## src/rtl/bfm_ahbmaster_cmd_if.sv

```systemverilog
// Command port, AHB-Lite master bus and response port of the BFM master.
// The master modport is the bus-initiator side; slave is the bench side.
interface bfm_ahbmaster_cmd_if #(
  parameter int AWIDTH = 32
);
  logic              CMD_VALID;
  logic              CMD_READY;
  logic              CMD_WRITE;
  logic [AWIDTH-1:0] CMD_ADDR;
  logic [1:0]        CMD_SIZE;
  logic [3:0]        CMD_LEN;
  logic [31:0]       CMD_WDATA;

  logic [AWIDTH-1:0] HADDR;
  logic [1:0]        HTRANS;
  logic              HWRITE;
  logic [2:0]        HSIZE;
  logic [2:0]        HBURST;
  logic              HMASTLOCK;
  logic [3:0]        HPROT;
  logic [31:0]       HWDATA;
  logic [31:0]       HRDATA;
  logic              HREADY;
  logic              HRESP;

  logic              RSP_VALID;
  logic [31:0]       RSP_RDATA;
  logic              RSP_ERROR;
  logic              RSP_LAST;

  modport master (
    input  CMD_VALID,
    output CMD_READY,
    input  CMD_WRITE,
    input  CMD_ADDR,
    input  CMD_SIZE,
    input  CMD_LEN,
    input  CMD_WDATA,
    output HADDR,
    output HTRANS,
    output HWRITE,
    output HSIZE,
    output HBURST,
    output HMASTLOCK,
    output HPROT,
    output HWDATA,
    input  HRDATA,
    input  HREADY,
    input  HRESP,
    output RSP_VALID,
    output RSP_RDATA,
    output RSP_ERROR,
    output RSP_LAST
  );

  modport slave (
    output CMD_VALID,
    input  CMD_READY,
    output CMD_WRITE,
    output CMD_ADDR,
    output CMD_SIZE,
    output CMD_LEN,
    output CMD_WDATA,
    input  HADDR,
    input  HTRANS,
    input  HWRITE,
    input  HSIZE,
    input  HBURST,
    input  HMASTLOCK,
    input  HPROT,
    input  HWDATA,
    output HRDATA,
    output HREADY,
    output HRESP,
    input  RSP_VALID,
    input  RSP_RDATA,
    input  RSP_ERROR,
    input  RSP_LAST
  );
endinterface

```

## src/rtl/bfm_ahbmaster_cmd.sv

```systemverilog
// Command-driven AHB-Lite master: single/INCR bursts, wait states,
// two-cycle ERROR, one registered response pulse per completed beat.
module bfm_ahbmaster_cmd #(
  parameter int         AWIDTH    = 32,
  parameter logic [3:0] HPROT_VAL = 4'b0011
) (
  input logic                 HCLK,
  input logic                 HRESET,
  bfm_ahbmaster_cmd_if.master bus
);

  localparam logic [2:0] S_IDLE = 3'd0;
  localparam logic [2:0] S_ADDR = 3'd1;
  localparam logic [2:0] S_PIPE = 3'd2;
  localparam logic [2:0] S_DATA = 3'd3;
  localparam logic [2:0] S_ERR  = 3'd4;

  localparam logic [1:0] TR_IDLE   = 2'b00;
  localparam logic [1:0] TR_NONSEQ = 2'b10;
  localparam logic [1:0] TR_SEQ    = 2'b11;

  logic [2:0]        state;
  logic [2:0]        state_n;
  logic              rdy_q;
  logic [AWIDTH-1:0] haddr_q;
  logic [AWIDTH-1:0] addr_inc;
  logic              hwrite_q;
  logic [1:0]        size_q;
  logic [2:0]        hburst_q;
  logic [3:0]        len_q;
  logic [3:0]        a_idx;
  logic [3:0]        d_idx;
  logic [31:0]       seed_q;
  logic              rsp_v_q;
  logic              rsp_e_q;
  logic              rsp_l_q;
  logic [31:0]       rsp_d_q;
  logic [1:0]        htrans;
  logic [1:0]        cmd_sz;
  logic              accept;
  logic              data_ph;
  logic              beat_done;
  logic              last_addr;

  assign cmd_sz    = (bus.CMD_SIZE == 2'd3) ? 2'd2 : bus.CMD_SIZE;
  assign accept    = (state == S_IDLE) && rdy_q && bus.CMD_VALID;
  assign data_ph   = (state == S_PIPE) || (state == S_DATA) ||
                     (state == S_ERR);
  assign beat_done = data_ph && bus.HREADY;
  assign last_addr = (a_idx == len_q);
  assign addr_inc  = AWIDTH'(1) << size_q;

  always_comb begin
    state_n = state;
    case (state)
      S_IDLE: begin
        if (accept) state_n = S_ADDR;
      end
      S_ADDR: begin
        if (bus.HREADY)
          state_n = (len_q == 4'd0) ? S_DATA : S_PIPE;
      end
      S_PIPE: begin
        if (bus.HRESP && !bus.HREADY)
          state_n = S_ERR;
        else if (bus.HRESP)
          state_n = S_IDLE;
        else if (bus.HREADY)
          state_n = last_addr ? S_DATA : S_PIPE;
      end
      S_DATA: begin
        if (bus.HRESP && !bus.HREADY)
          state_n = S_ERR;
        else if (bus.HREADY)
          state_n = S_IDLE;
      end
      S_ERR: begin
        if (bus.HREADY) state_n = S_IDLE;
      end
      default: state_n = S_IDLE;
    endcase
  end

  // A new address at a 1 KB boundary must restart the burst with NONSEQ.
  always_comb begin
    htrans = TR_IDLE;
    if (state == S_ADDR)
      htrans = TR_NONSEQ;
    else if (state == S_PIPE)
      htrans = (haddr_q[9:0] == 10'd0) ? TR_NONSEQ : TR_SEQ;
  end

  always_ff @(posedge HCLK or posedge HRESET) begin
    if (HRESET) begin
      state    <= S_IDLE;
      rdy_q    <= 1'b0;
      haddr_q  <= '0;
      hwrite_q <= 1'b0;
      size_q   <= 2'd0;
      hburst_q <= 3'd0;
      len_q    <= 4'd0;
      a_idx    <= 4'd0;
      d_idx    <= 4'd0;
      seed_q   <= 32'd0;
      rsp_v_q  <= 1'b0;
      rsp_e_q  <= 1'b0;
      rsp_l_q  <= 1'b0;
      rsp_d_q  <= 32'd0;
    end else begin
      state   <= state_n;
      rdy_q   <= (state_n == S_IDLE);
      rsp_v_q <= 1'b0;
      rsp_e_q <= 1'b0;
      rsp_l_q <= 1'b0;
      rsp_d_q <= 32'd0;

      if (accept) begin
        haddr_q  <= bus.CMD_ADDR;
        hwrite_q <= bus.CMD_WRITE;
        size_q   <= cmd_sz;
        hburst_q <= (bus.CMD_LEN == 4'd0) ? 3'b000 : 3'b001;
        len_q    <= bus.CMD_LEN;
        seed_q   <= bus.CMD_WDATA;
        a_idx    <= 4'd0;
        d_idx    <= 4'd0;
      end

      if (state == S_ADDR && bus.HREADY && len_q != 4'd0) begin
        haddr_q <= haddr_q + addr_inc;
        a_idx   <= 4'd1;
      end

      if (state == S_PIPE && bus.HREADY && !bus.HRESP) begin
        d_idx <= d_idx + 4'd1;
        if (!last_addr) begin
          a_idx   <= a_idx + 4'd1;
          haddr_q <= haddr_q + addr_inc;
        end
      end

      if (beat_done) begin
        rsp_v_q <= 1'b1;
        rsp_d_q <= hwrite_q ? 32'd0 : bus.HRDATA;
        rsp_e_q <= bus.HRESP || (state == S_ERR);
        rsp_l_q <= (state != S_PIPE) || bus.HRESP;
      end
    end
  end

  assign bus.CMD_READY = rdy_q;
  assign bus.HADDR     = haddr_q;
  assign bus.HTRANS    = htrans;
  assign bus.HWRITE    = hwrite_q;
  assign bus.HSIZE     = {1'b0, size_q};
  assign bus.HBURST    = hburst_q;
  assign bus.HMASTLOCK = 1'b0;
  assign bus.HPROT     = HPROT_VAL;
  assign bus.HWDATA    = (data_ph && hwrite_q) ?
                         (seed_q + 32'(d_idx)) : 32'd0;
  assign bus.RSP_VALID = rsp_v_q;
  assign bus.RSP_RDATA = rsp_d_q;
  assign bus.RSP_ERROR = rsp_e_q;
  assign bus.RSP_LAST  = rsp_l_q;

endmodule
```

## src/flat_wrapper.sv

```systemverilog
// flat-port wrapper written by rule: the top's interface ports become plain ports
module bfm_ahbmaster_cmd_flat 
#(
  parameter int         AWIDTH    = 32,
  parameter logic [3:0] HPROT_VAL = 4'b0011
)
  (HCLK, HRESET, bus_CMD_VALID, bus_CMD_READY, bus_CMD_WRITE, bus_CMD_ADDR, bus_CMD_SIZE, bus_CMD_LEN, bus_CMD_WDATA, bus_HADDR, bus_HTRANS, bus_HWRITE, bus_HSIZE, bus_HBURST, bus_HMASTLOCK, bus_HPROT, bus_HWDATA, bus_HRDATA, bus_HREADY, bus_HRESP, bus_RSP_VALID, bus_RSP_RDATA, bus_RSP_ERROR, bus_RSP_LAST);
  bfm_ahbmaster_cmd_if #(.AWIDTH(AWIDTH)) bus_i ();
  input logic HCLK;
  input logic HRESET;
  input wire logic [$bits(bus_i.CMD_VALID)-1:0] bus_CMD_VALID;
  output wire logic [$bits(bus_i.CMD_READY)-1:0] bus_CMD_READY;
  input wire logic [$bits(bus_i.CMD_WRITE)-1:0] bus_CMD_WRITE;
  input wire logic [$bits(bus_i.CMD_ADDR)-1:0] bus_CMD_ADDR;
  input wire logic [$bits(bus_i.CMD_SIZE)-1:0] bus_CMD_SIZE;
  input wire logic [$bits(bus_i.CMD_LEN)-1:0] bus_CMD_LEN;
  input wire logic [$bits(bus_i.CMD_WDATA)-1:0] bus_CMD_WDATA;
  output wire logic [$bits(bus_i.HADDR)-1:0] bus_HADDR;
  output wire logic [$bits(bus_i.HTRANS)-1:0] bus_HTRANS;
  output wire logic [$bits(bus_i.HWRITE)-1:0] bus_HWRITE;
  output wire logic [$bits(bus_i.HSIZE)-1:0] bus_HSIZE;
  output wire logic [$bits(bus_i.HBURST)-1:0] bus_HBURST;
  output wire logic [$bits(bus_i.HMASTLOCK)-1:0] bus_HMASTLOCK;
  output wire logic [$bits(bus_i.HPROT)-1:0] bus_HPROT;
  output wire logic [$bits(bus_i.HWDATA)-1:0] bus_HWDATA;
  input wire logic [$bits(bus_i.HRDATA)-1:0] bus_HRDATA;
  input wire logic [$bits(bus_i.HREADY)-1:0] bus_HREADY;
  input wire logic [$bits(bus_i.HRESP)-1:0] bus_HRESP;
  output wire logic [$bits(bus_i.RSP_VALID)-1:0] bus_RSP_VALID;
  output wire logic [$bits(bus_i.RSP_RDATA)-1:0] bus_RSP_RDATA;
  output wire logic [$bits(bus_i.RSP_ERROR)-1:0] bus_RSP_ERROR;
  output wire logic [$bits(bus_i.RSP_LAST)-1:0] bus_RSP_LAST;
  assign bus_i.CMD_VALID = bus_CMD_VALID;
  assign bus_CMD_READY = bus_i.CMD_READY;
  assign bus_i.CMD_WRITE = bus_CMD_WRITE;
  assign bus_i.CMD_ADDR = bus_CMD_ADDR;
  assign bus_i.CMD_SIZE = bus_CMD_SIZE;
  assign bus_i.CMD_LEN = bus_CMD_LEN;
  assign bus_i.CMD_WDATA = bus_CMD_WDATA;
  assign bus_HADDR = bus_i.HADDR;
  assign bus_HTRANS = bus_i.HTRANS;
  assign bus_HWRITE = bus_i.HWRITE;
  assign bus_HSIZE = bus_i.HSIZE;
  assign bus_HBURST = bus_i.HBURST;
  assign bus_HMASTLOCK = bus_i.HMASTLOCK;
  assign bus_HPROT = bus_i.HPROT;
  assign bus_HWDATA = bus_i.HWDATA;
  assign bus_i.HRDATA = bus_HRDATA;
  assign bus_i.HREADY = bus_HREADY;
  assign bus_i.HRESP = bus_HRESP;
  assign bus_RSP_VALID = bus_i.RSP_VALID;
  assign bus_RSP_RDATA = bus_i.RSP_RDATA;
  assign bus_RSP_ERROR = bus_i.RSP_ERROR;
  assign bus_RSP_LAST = bus_i.RSP_LAST;
  bfm_ahbmaster_cmd #(.AWIDTH(AWIDTH), .HPROT_VAL(HPROT_VAL)) u_core (.HCLK(HCLK), .HRESET(HRESET), .bus(bus_i));
endmodule
```

## config.mk

```make
export PLATFORM = sky130hd
export DESIGN_NAME = bfm_ahbmaster_cmd_flat
export DESIGN_NICKNAME = d
export VERILOG_FILES = /design/src/rtl/bfm_ahbmaster_cmd_if.sv /design/src/rtl/bfm_ahbmaster_cmd.sv /design/src/flat_wrapper.sv
export SDC_FILE = /design/constraint.sdc
export NUM_CORES = 1
export LEC_CHECK = 0
export CORE_ASPECT_RATIO = 0.5
export CORE_MARGIN = 1
export CORE_UTILIZATION = 34
export CTS_BUF_LIST = sky130_fd_sc_hd__clkbuf_16
export DETAILED_ROUTE_END_ITERATION = 16
export PLACE_DENSITY_LB_ADDON = 0.3
export SLEW_MARGIN = 15
export SYNTH_ARGS = -nofsm -noshare
export SYNTH_HDL_FRONTEND = slang
export SYNTH_SLANG_ARGS = --single-unit
```

## constraint.sdc

```tcl
create_clock -name HCLK -period 4.35 [get_ports HCLK]
set_clock_uncertainty 0.15 [all_clocks]
set_input_delay 0.6525 -clock HCLK [delete_from_list [all_inputs] [get_ports HCLK]]
set_output_delay 0.6525 -clock HCLK [all_outputs]
set_load 0.1 [all_outputs]
```

==> flow_summary.json <==
{
  "post-route-min-period_ns": 3.92,
  "synth_top_family_by_area": "simple AND/OR/NAND/NOR gates",
  "port_buffers": 213,
  "fin_crit_sh_pct": 90.0,
  "drt-pass1-iter-count": 5,
  "cp_max_fo": 12,
  "min-delay-start": "u_core.seed_q[3]",
  "drtAntennaViolNets": 0,
  "multiInputGateArea_sq_um": 3390,
  "drt_drc_violations_left": 0,
  "grt_util_met2_pct": 33.4,
  "busiest_layer": "met2",
  "ys_ff_latch": 119,
  "cp_top_family": "simple AND/OR/NAND/NOR gates",
  "hold_viol_final": 0,
  "r2r_start": "u_core.state[2]",
  "grt_use_met1_pct": 27.8,
  "worstPathArrival_ns": 3.11,
  "initial_utilization_pct": 35.4,
  "ys_async_sr_fraction_pct": 100,
  "routed_via_density": 5.07,
  "drt_iter0_markers": 262,
  "clk_pin_slew_ns": 0.06,
  "synth-compound-area-share_pct": 12.1,
  "cts_tree": "built",
  "grt_pass1_wl_mm": 32.0,
  "max_freq_ghz": 0.255,
  "core-area_sq_um": 18700,
  "wirelength_mm": 19.6,
  "clock-sinks": 119,
  "nFillCells": 1751,
  "ctsResizeCount": 0,
  "end_kind": "output pin",
  "diodes": 0,
  "area_growth_pct": 44.0,
  "crit_chain": "ha_1 > fa_1 > a21o_1 > a21oi_1 > or4_1 > or3_1 > a21oi_1 > buf_12",
  "die_width_um": 200,
  "rr_worst_depth": 6,
  "drive_gt1_share_pct": 10.7,
  "drv_cap": 0,
  "avgRoutedWirePerCell_um": 16.3,
  "vdd_drop_max_mv": 0.619,
  "hold_end": "u_core.seed_q[3]",
  "p_leak_uw": 0.00411,
  "ys_warn_count": 0,
  "antenna_found_initial": 0,
  "cpPeakStageDelay_ns": 0.75,
  "hold_class": "register to register",
  "yosys.area_share.simple_pct": 28.6,
  "cts-buffers-inserted": 17,
  "cp_num_buf_inv": 1,
  "post_cts_buffers": 0,
  "ys.flop_type": "dfrtp_1",
  "timing.slew.headroom_pct": 32.2,
  "synth_area_sq_um": 6640,
  "synth_cell_type_count": 68,
  "worstMarginPinSlew_ns": 1.01,
  "seq_area_frac_synth_pct": 44.9,
  "grt_usage_pct": 20.5,
  "finalInstanceArea_sq_um": 9560,
  "vias": 6099,
  "cts.path.max_buffers": 2,
  "rsz0062_at_grt": "no",
  "synth_enable_flop_cells": 0,
  "slowest_stage": "or4_1",
  "dpl.hpwl_mm": 14.3,
  "die_h_um": 101,
  "gr-total-overflow": 0,
  "cts_hold_buf": 0,
  "reg2reg_to": "u_core.bus.HADDR[22]",
  "crit_top_cell": "a21oi_1",
  "synth_top_area_share_pct": 44.9,
  "grt_pass1_vias": 6093,
  "yosys-top-cells-count": "nand2_1 (146), dfrtp_1 (119), nor2_1 (52)",
  "regToRegSetupSlack_ns": 1.59,
  "path_class": "register to output pin",
  "h-tree-depth": 4,
  "synth_area_per_cell_sq_um": 9.16,
  "clk_latency_ns": 0.41,
  "grt_max_degree": 77,
  "synth_mux_area_share_pct": 4.77,
  "synth_fa_ha_area_share_pct": 2.49,
  "status": "complete, no violations",
  "die_area_sq_um": 20100,
  "clock-root-buffer": "clkbuf_16",
  "ios": 222,
  "power.density_nw_per_um2": 787,
  "setup_violations": 0,
  "use_met3_pct": 3.75,
  "seq_area_sq_um": 2980,
  "layout_setup_ws_ns": 0.435,
  "synthTopCellsByArea": "dfrtp_1 (45%), nand2_1 (8.3%), and2_1 (4.1%)",
  "place.gp.congestion": 0.818,
  "rows": 35,
  "synth_most_common_cell": "nand2_1",
  "fin_tns_setup_ns": 0,
  "yosysTopAreaCell": "dfrtp_1",
  "dp_slack_ns": 0.870,
  "dpl_cell_area_sq_um": 8980,
  "whs_path_depth": 2,
  "slew_violations": 0,
  "syn_inst": 725,
  "nNetsFinal": 1052,
  "crit_required_ns": 3.55,
  "worstSetupStartpointType": "register",
  "synth_xor_area_share_pct": 2.24
}
[logic make-up (layout without fill, tap and decap cells)]
kind of cell | Yosys count | in the layout
AO/OA/AOI/OAI | 111 | 111
XOR/XNOR | 17 | 17
adder cells (fa/ha/maj) | 12 | 12
buffers and inverters | 59 | 273
flip-flops | 119 | 119
multiplexers | 31 | 31
other | 2 | 8
AND/OR/NAND/NOR | 374 | 374
[cells in the final DEF (no fill, tap or decap), types with 4 or more instances in the layout]
master,synthesis,routed
xor2_1,6,6
ha_1,10,10
dfrtp_1,119,119
o21ai_0,21,21
a21oi_1,24,20
o21a_1,7,7
and2_1,44,44
and3_1,9,9
clkdlybuf4s50_1,0,181
clkinvlp_4,0,5
nand2b_1,7,7
clkinv_4,0,4
buf_12,2,6
nand3_1,23,23
a31oi_1,8,8
xnor2_1,11,11
inv_1,15,14
o221a_1,4,4
conb_1,2,8
mux2i_1,26,26
clkbuf_16,0,17
nor4_1,14,14
a311oi_1,9,8
or3_1,13,13
nand2_1,146,146
nor2_1,52,52
a21oi_2,0,4
buf_4,9,39
nand4_1,12,12
a21o_1,5,5
nor3_1,13,13
mux2_1,5,5
nor2b_1,5,5
nand3b_1,4,4
and4_1,16,16
[layout make-up]
type                       instances  share of cell area (%)
clock buffer                      17                    4.45
clock inverter                    15                    1.64
inverter                          15                   0.615
multi-input combinational        553                    35.5
sequential                       119                    31.2
tap                              259                    3.39
timing repair buffer             226                    23.3
[per-layer routing]
| layer | vias up | routed length (um) |
|---|---|---|
| met5 | - | 0 |
| li1 | 2961 | - |
| met1 | 2965 | 9160 |
| met2 | 149 | 9340 |
| met4 | 0 | 297 |
| met3 | 24 | 838 |
[worst reg2reg max path, stage by stage (launching register included)]
cell and delay (ns):
dfrtp_1 0.46, nand2b_4 0.20, or4b_1 0.63, o21bai_4 0.52, buf_4 0.31, mux2i_1 0.10
a221oi_1 0.29
[stage by stage]
stage | hold WS, ns | utilization, % | cells | total power [uW]
after floorplan | 0.302 | - | 731 | 5100
after global placement | 0.315 | 47.9 | 1172 | 6080
after detailed placement | 0.326 | 47.9 | 1172 | 6150
after CTS | 0.340 | 51.0 | 1204 | 7570
after global routing | 0.367 | 51.0 | 1204 | 7950
final | 0.337 | 51.0 | 1204 | 7520
[sequential cells by signal, summed over array words and instances, names as in the netlist]
| signal | count |
|---|---|
| u_core.bus.CMD_READY | 1 |
| u_core.seed_q | 32 |
| u_core.state | 3 |
| u_core.bus.RSP_LAST | 1 |
| u_core.size_q | 2 |
| u_core.len_q | 4 |
| u_core.bus.RSP_RDATA | 32 |
| u_core.bus.RSP_VALID | 1 |
| u_core.d_idx | 4 |
| u_core.bus.RSP_ERROR | 1 |
| u_core.bus.HBURST | 1 |
| u_core.bus.HWRITE | 1 |
| u_core.bus.HADDR | 32 |
| u_core.a_idx | 4 |
[power by group]
group	switching [uW]	internal [uW]
combinational	3010	1140
clock	549	844
sequential	474	1500
[worst max path at each step]
stage / end / slack (ns) / depth (start not counted) / start
after detailed placement: bus_HWDATA[22] / 0.87 / 8 / u_core.d_idx[0]
after CTS: bus_HWDATA[22] / 0.42 / 8 / u_core.d_idx[0]
final: bus_HWDATA[22] / 0.43 / 8 / u_core.d_idx[0]
after floorplan: bus_HWDATA[22] / 0.02 / 8 / u_core.d_idx[0]
after global routing: bus_HWDATA[22] / 0.24 / 8 / u_core.d_idx[0]
after global placement: bus_HWDATA[24] / 0.95 / 8 / u_core.d_idx[0]
Power figures use the tool's default switching activity.
